**src/rtl/sample_decimator.sv**
```systemverilog
// ---------------------------------------------------------------------------
// sample_decimator
//
// Rate reducer between the FIR stage and capture memory. Accepts signed
// samples qualified by in_valid and emits one result per block of
// N = ratio + 1 accepted samples:
//   mode 0/3 : pick   - the last (Nth) sample of the block
//   mode 1   : peak   - block maximum on data_out, block minimum on data_min
//   mode 2   : average when DECIM_AVERAGE_EN is defined, otherwise pick
// ratio, mode (and avg_shift) are sampled only at block start: the first
// edge after reset release, a restart, or the edge that completes a block.
//
// Optional feature macro: DECIM_AVERAGE_EN
//   Adds port avg_shift[4:0] and the average mode. The block sum is kept in a
//   DATA_WIDTH+RATIO_WIDTH accumulator, arithmetically shifted right by
//   avg_shift and saturated to the signed DATA_WIDTH range.
//
// Ports:
//   clk, rst_n          clock, asynchronous active-low reset
//   restart             synchronous clear of block state (keeps overrun)
//   in_valid, data_in   input sample stream
//   ratio, mode         block length minus one, reduction mode
//   avg_shift           average divisor exponent (DECIM_AVERAGE_EN only)
//   out_valid/out_ready output handshake
//   data_out, data_min  result (max/min in peak mode, equal otherwise)
//   overrun             sticky: an unconsumed result was overwritten
//   overrun_clr         synchronous clear of overrun (a new overrun wins)
// ---------------------------------------------------------------------------
module sample_decimator #(
    parameter int DATA_WIDTH  = 12,
    parameter int RATIO_WIDTH = 16
) (
    input  logic                   clk,
    input  logic                   rst_n,
    input  logic                   restart,
    input  logic                   in_valid,
    input  logic [DATA_WIDTH-1:0]  data_in,
    input  logic [RATIO_WIDTH-1:0] ratio,
    input  logic [1:0]             mode,
`ifdef DECIM_AVERAGE_EN
    input  logic [4:0]             avg_shift,
`endif
    output logic                   out_valid,
    input  logic                   out_ready,
    output logic [DATA_WIDTH-1:0]  data_out,
    output logic [DATA_WIDTH-1:0]  data_min,
    output logic                   overrun,
    input  logic                   overrun_clr
);

    localparam logic [1:0] MODE_PEAK = 2'd1;

    logic                          cfg_pending;  // first edge after reset still has to load config
    logic [RATIO_WIDTH-1:0]        ratio_q;
    logic [RATIO_WIDTH-1:0]        ratio_eff;
    logic [RATIO_WIDTH-1:0]        cnt;
    logic [1:0]                    mode_q;
    logic [1:0]                    mode_eff;
    logic signed [DATA_WIDTH-1:0]  sample;
    logic signed [DATA_WIDTH-1:0]  max_q;
    logic signed [DATA_WIDTH-1:0]  min_q;
    logic signed [DATA_WIDTH-1:0]  blk_max;
    logic signed [DATA_WIDTH-1:0]  blk_min;
    logic signed [DATA_WIDTH-1:0]  pick_val;
    logic                          accept;
    logic                          first;
    logic                          last;

`ifdef DECIM_AVERAGE_EN
    localparam logic [1:0] MODE_AVG = 2'd2;
    localparam int         ACC_W    = DATA_WIDTH + RATIO_WIDTH;
    localparam logic signed [ACC_W-1:0] SAT_MAX =
        {{(RATIO_WIDTH+1){1'b0}}, {(DATA_WIDTH-1){1'b1}}};
    localparam logic signed [ACC_W-1:0] SAT_MIN =
        {{(RATIO_WIDTH+1){1'b1}}, {(DATA_WIDTH-1){1'b0}}};

    logic [4:0]              shift_q;
    logic [4:0]              shift_eff;
    logic signed [ACC_W-1:0] acc_q;
    logic signed [ACC_W-1:0] acc_sum;
    logic signed [ACC_W-1:0] acc_shr;
    logic signed [DATA_WIDTH-1:0] avg_val;
`endif

    // NOTE: every signal written here gets a value on every path first, so no
    // latch can be inferred.
    always_comb begin
        // Until the first post-reset edge has loaded the registers, the live
        // inputs are the configuration of the block being started.
        ratio_eff = cfg_pending ? ratio : ratio_q;
        mode_eff  = cfg_pending ? mode  : mode_q;
        sample    = $signed(data_in);
        accept    = in_valid && !restart;   // restart discards a coincident sample
        first     = (cnt == '0);
        last      = accept && (cnt == ratio_eff);

        if (first) begin
            blk_max = sample;
            blk_min = sample;
        end else begin
            blk_max = (sample > max_q) ? sample : max_q;
            blk_min = (sample < min_q) ? sample : min_q;
        end

        pick_val = sample;
`ifdef DECIM_AVERAGE_EN
        shift_eff = cfg_pending ? avg_shift : shift_q;
        acc_sum   = (first ? '0 : acc_q) + {{RATIO_WIDTH{sample[DATA_WIDTH-1]}}, sample};
        acc_shr   = acc_sum >>> shift_eff;
        if (acc_shr > SAT_MAX) begin
            avg_val = SAT_MAX[DATA_WIDTH-1:0];
        end else if (acc_shr < SAT_MIN) begin
            avg_val = SAT_MIN[DATA_WIDTH-1:0];
        end else begin
            avg_val = acc_shr[DATA_WIDTH-1:0];
        end
        if (mode_eff == MODE_AVG) begin
            pick_val = avg_val;
        end
`endif
    end

    // NOTE: sequential state uses non-blocking assignments only, so every
    // register sees the pre-edge value of every other register.
    always_ff @(posedge clk or negedge rst_n) begin
        if (!rst_n) begin
            cfg_pending <= 1'b1;
            ratio_q     <= '0;
            mode_q      <= '0;
            cnt         <= '0;
            max_q       <= '0;
            min_q       <= '0;
            out_valid   <= 1'b0;
            data_out    <= '0;
            data_min    <= '0;
            overrun     <= 1'b0;
`ifdef DECIM_AVERAGE_EN
            shift_q     <= '0;
            acc_q       <= '0;
`endif
        end else begin
            if (restart) begin
                cfg_pending <= 1'b0;
                ratio_q     <= ratio;
                mode_q      <= mode;
                cnt         <= '0;
                max_q       <= '0;
                min_q       <= '0;
                out_valid   <= 1'b0;
`ifdef DECIM_AVERAGE_EN
                shift_q     <= avg_shift;
                acc_q       <= '0;
`endif
            end else begin
                if (cfg_pending || last) begin
                    // Block boundary: config for the next block is taken now.
                    cfg_pending <= 1'b0;
                    ratio_q     <= ratio;
                    mode_q      <= mode;
`ifdef DECIM_AVERAGE_EN
                    shift_q     <= avg_shift;
`endif
                end

                if (accept) begin
                    if (last) begin
                        cnt <= '0;
                    end else begin
                        cnt   <= cnt + RATIO_WIDTH'(1);
                        max_q <= blk_max;
                        min_q <= blk_min;
`ifdef DECIM_AVERAGE_EN
                        acc_q <= acc_sum;
`endif
                    end
                end

                if (last) begin
                    out_valid <= 1'b1;
                    data_out  <= (mode_eff == MODE_PEAK) ? blk_max : pick_val;
                    data_min  <= (mode_eff == MODE_PEAK) ? blk_min : pick_val;
                end else if (out_valid && out_ready) begin
                    out_valid <= 1'b0;
                end
            end

            // A new overrun beats a coincident clear.
            if (last && out_valid && !out_ready) begin
                overrun <= 1'b1;
            end else if (overrun_clr) begin
                overrun <= 1'b0;
            end
        end
    end

endmodule
```
**config.mk**
```make
export PLATFORM = sky130hd
export DESIGN_NAME = sample_decimator
export DESIGN_NICKNAME = d
export VERILOG_FILES = /design/src/rtl/sample_decimator.sv
export SDC_FILE = /design/constraint.sdc
export NUM_CORES = 1
export LEC_CHECK = 0
export BUFFER_PORTS_ARGS = -buffer_cell sky130_fd_sc_hd__buf_2
export CORE_ASPECT_RATIO = 0.9
export CORE_MARGIN = 4
export CORE_UTILIZATION = 35
export DETAILED_ROUTE_END_ITERATION = 10
export GPL_TIMING_DRIVEN = 0
export PLACE_DENSITY_LB_ADDON = 0.2
export SLEW_MARGIN = 20
export SYNTH_ARGS = -nofsm -noshare
export SYNTH_HDL_FRONTEND = slang
export SYNTH_SLANG_ARGS = --single-unit
```
**constraint.sdc**
```tcl
create_clock -name clk -period 3.8 [get_ports clk]
set_input_delay 0.76 -clock clk [delete_from_list [all_inputs] [get_ports clk]]
set_output_delay 0.76 -clock clk [all_outputs]
set_load 0.02 [all_outputs]
```
# --- After elaboration in Yosys (flattened, before gate mapping) ---
# Cells that the tools add are included.
word_totals:
  regBits: 85
  in_bits: 36
  out_inout_bits: 26
  wordCells: 60
classes:
  addsub: 1
  order_cmp: 2
  n_eq_ne: 3
  mux: 28
  n_bitwise: 1
  reduce_logical: 15
ops:
  columns: ["cell", "count"]
  rows:
  - ["$mux 12", 12]
  - ["$mux 16", 6]
  - ["$add 16x1->16 const B", 1]
  - ["$eq 16x16->1", 1]
  - ["$logic_not 16->1", 1]
  - ["$gt 12x12->1", 1]
  - ["$lt 12x12->1", 1]
  - ["$mux 1", 7]
  - ["$mux 2", 3]
  - ["$reduce_bool 2->1", 3]
  - ["$logic_and 1x1->1", 5]
  - ["$reduce_and 2->1", 2]
  - ["$reduce_bool 3->1", 1]
  - ["$eq 2x1->1 const B", 1]
  - ["$logic_not 1->1", 2]
  - ["$ne 2x2->1 const B", 1]
  - ["$logic_or 1x1->1", 1]
  - ["$not 1->1", 1]

# --- Logic depth before layout (Yosys ltp) ---
logic_depth:
  depth_word: 6
  ltp_mapped: 12
  mapped_depth_nobuf: 9

# --- Worst setup path after synthesis ---
# Ideal clock, no wire load.
synth_path:
  kind: "input to register"
  from: "input port data_in[11]"
  to: "register data_min[1]"
  setup_time_ns: 0.137
  arrival_time_ns: 2.656
  t_required_ns: 3.663
  path_slack_ns: 1.007
  stages: 9
  path_buffers: 1
  path_cell_list: "ha_1 > and4_1 > nand2_1 > a211o_1 > a21o_1 > nand4_1 > buf_1 > mux2i_1 > a21oi_1"
synth_between:
  elab_chain_cells: 4
synth_lines:
  columns: ["item", "line", "rtl"]
  rows:
  - ["start, declared", "37", "input logic [DATA_WIDTH-1:0] data_in,"]
  - ["$lt 12x12->1", "102", "blk_min = (sample < min_q) ? sample : min_q;"]
  - ["$mux 12", "102", null]
  - ["$mux 12", "97", "if (first) begin"]
  - ["$mux 12", "181", "data_min <= (mode_eff == MODE_PEAK) ? blk_min : pick_val;"]
  - ["end signal, assigned", "181", null]
  - ["end, declared", "46", "output logic [DATA_WIDTH-1:0] data_min,"]
# Every way passes these cells.
# A chain may end at the register's enable or synchronous reset.

# --- Worst setup path in the final report ---
layout_path:
  from: "input port data_in[11]"
  to: "register data_min[9]"
# The elaborated chain is that of the path after synthesis.

==> results.toml <==
[final_layout]
nets = 614
diodes = 0
area_growth_pct = 17.3
final-seq-area_um2 = 2130
mostFrequentLayoutCell = "dfrtp_1"
mostFrequentLayoutCells = "dfrtp_1, buf_2, nor2_1"
num-fill-cells = 1353
stdcell_area_um2 = 5800
drive_gt1_frac = 0.213
area_of_the_multi_input_gates_um2 = 2540

[logic_synthesis]
post_synth_design_cell_area_um2 = 4940
yosysWarnings = 0
synthesis.area_per_instance_um2 = 10.2
async_reset_ff_frac = 1.00
number_of_flops_mapped_to_enable_cells_by_yosys = 0
syn_nets = 543
yosys.area_share.simple = 0.127
synth.distinct_cells = 59
netlist_instances = 482
synth-main-ff-cell = "dfrtp_1"
synth_top_family_by_area = "compound AO/OA/AOI/OAI gates"
synth_compound_area_frac = 0.148
yosys_register_bits = 85
share_of_synthesized_area_occupied_by_flip_flops_and_latches = 0.431
mux_contribution_to_synthesized_area = 0.130
synthAdderAreaFrac = 0.0633
synthXorXnorAreaFrac = 0.0461

[detailed_routing]
drc = 0
finalWirelength_um = 12800
postRouteAntennaNets = 0
detail_route.iter0.violations = 228
vias_per_cell = 5.18
routed-via-count = 3871
firstDrtPassIters = 4
route.detailed.wl_per_inst_um = 17.1

[cts]
numCtsBuffers = 9
postCtsSetupBuffers = 0
worst_skew_pair.late_latency_ps = 350
clk_path_buf_depth = 2
cts_sink_cnt = 85
holdBufCountCts = 0
ctsRootBufferMaster = "clkbuf_16"
cts-resized-gates = 0
clk_transition_reported_paths_ps = 60
tritoncts_clock_tree = "built"
ctsHtreeMaxLevel = 3

[floorplanning]
io_pins = 62
die_area_um2 = 16100
die_width_um = 133
die_h_um = 121
initial_utilization = 0.364
num_rows = 40
core_um2 = 13600

[pwr]
power.static_leakage_nw = 2.71
power_switching_w = 0.000577
power_report.internal_total_w = 0.00158
clock_power_frac = 0.400
comb_power_share = 0.148
ir_worst_vdd_mv = 0.233
seqPwrFrac = 0.451
power.density_nw_per_um2 = 373
sw_share = 0.267

[sta]
rsz0062_at_grt = "no"
setup_viol_count_final = 0
final_hold_viol_count = 0
slew-limit-headroom = 0.464
setup-tns-final_ps = 0
maxSlewViolCount = 0
worstMarginPinSlew_ps = 804
finalWorstPathRequiredPeriod_ps = 3090
finalCritPeriodShare = 0.813
finClkSkew_ps = 13.8
max_freq_mhz = 324

[place]
place.gp.congestion = 0.880
buffer_ports.inserted = 59
postPlaceCellArea_um2 = 5510
hpwl_um = 9270

[worst_hold_path]
worstHoldPathType = "input port to asynchronous set/reset pin"

[grt]
global_route.overflow_total = 0
first_global_vias = 3864
antenna_violations_before_repair = 0
grt_max_degree = 60
grtUsageTotal = 0.163
grt_pass1_wl_um = 20700

[worst_setup_path]
timing.rr.end = "ratio_q[6]"
worst-endpoint-arrival_ps = 3290
crit_path_end_kind = "register"
worstPathMaxFanout = 10
cp_startpoint_kind = "input port"
reg2reg_setup_slack_ps = 730
worst_ep_required_time_ps = 4000
r2r_cells = 11
critical_path_class = "input port to register"
crit-reg2reg-launch = "cfg_pending"

[status]
status = "finished clean"

[job]
cap_violations = 0
## power groups by stage
stage | Clock [W] | Sequential [W] | Combinational, W
final | 0.000865 | 0.000975 | 0.000320
after floorplan | 0 | 0.000983 | 0.000212
after global placement | 0 | 0.000989 | 0.000310
after CTS | 0.000892 | 0.000974 | 0.000323
after global routing | 0.000930 | 0.000979 | 0.000358
after detailed placement | 0 | 0.000991 | 0.000321
## cell usage after synthesis (3+ instances only)
library cell | count | area (um^2)
a21o_1 | 3 | 22.5
ha_1 | 25 | 313
inv_1 | 33 | 124
o22ai_1 | 3 | 18.8
nand3_1 | 9 | 45.0
mux2_4 | 10 | 150
nor3_1 | 6 | 30.0
o21bai_1 | 3 | 22.5
o2bb2ai_1 | 12 | 105
buf_2 | 8 | 40.0
clkbuf_1 | 10 | 37.5
a21oi_1 | 37 | 185
nand2_1 | 32 | 120
nor2_1 | 42 | 158
a22o_1 | 9 | 78.8
a31o_1 | 5 | 43.8
a22oi_1 | 3 | 22.5
o31ai_1 | 3 | 22.5
o211ai_1 | 3 | 22.5
mux2i_1 | 40 | 400
mux2_2 | 8 | 90.1
and4_1 | 3 | 26.3
o21ai_0 | 4 | 20.0
buf_6 | 3 | 33.8
xnor2_1 | 17 | 149
nor4_1 | 8 | 50.1
nand4_1 | 7 | 43.8
dfrtp_1 | 84 | 2100
a31o_2 | 7 | 61.3
xor2_1 | 9 | 78.8
a211oi_1 | 4 | 30.0
## cell families (layout without fill, tap and decap cells)
kind of cell | Yosys count | count (layout)
simple gates | 124 | 124
compound gates | 105 | 105
other cells | 1 | 1
fa+ha+maj | 25 | 25
buf+inv | 58 | 134
xor+xnor | 26 | 26
mux | 58 | 58
flops | 85 | 85
## how the worst max path moves through the flow
stage           startpoint            to  slack, ps  cells past startpoint
3_3_place_gp   data_in[11]  data_min[10]        400                     10
5_1_grt        cfg_pending   ratio_q[12]        590                     11
3_5_place_dp   data_in[11]   data_min[9]        380                     10
2_1_floorplan  data_in[11]   data_min[1]       1010                      9
6_report       data_in[11]   data_min[9]        710                     10
4_1_cts        cfg_pending    ratio_q[6]        720                     11
## metal layers
metal,global-route usage,part of all wire,vias up
met4,0.0623,0.017,0
met5,0,0,-
met1,0.237,0.50,1916
met2,0.243,0.44,78
li1,-,-,1862
met3,0.0287,0.043,15
## area by class of cell
class | instances | share of cell area
Sequential cell | 85 | 0.367
Tap cell | 189 | 0.0408
Inverter | 34 | 0.0220
Timing Repair Buffer | 60 | 0.0568
Clock inverter | 2 | 0.00281
Clock buffer | 14 | 0.0473
Buffer | 24 | 0.0246
Multi-Input combinational cell | 339 | 0.438
## stage by stage
stage,instances,power (W),hold WS [ps],utilization,setup slack [ps]
6_report,747,0.00216,278,0.427,709
3_3_place_gp,730,0.00130,487,0.403,396
2_1_floorplan,482,0.00120,464,-,1010
4_1_cts,747,0.00219,279,0.427,725
3_5_place_dp,731,0.00131,491,0.406,379
5_1_grt,747,0.00227,291,0.427,594
## critical path, cell delays in order
cell and delay [ps]:
buf_2 160, ha_1 330, and4_1 220, nand2_1 80, a211o_1 290, a21o_1 200
nand4_1 160, buf_1 640, mux2i_1 330, a21oi_1 100
## flip-flops by register name (all words and copies together), names as in the netlist
signal	count
mode_q	2
cfg_pending	1
data_min	12
overrun	1
out_valid	1
cnt	16
ratio_q	16
max_q	12
data_out	12
min_q	12
No activity file was read; power rests on OpenSTA's default activity.
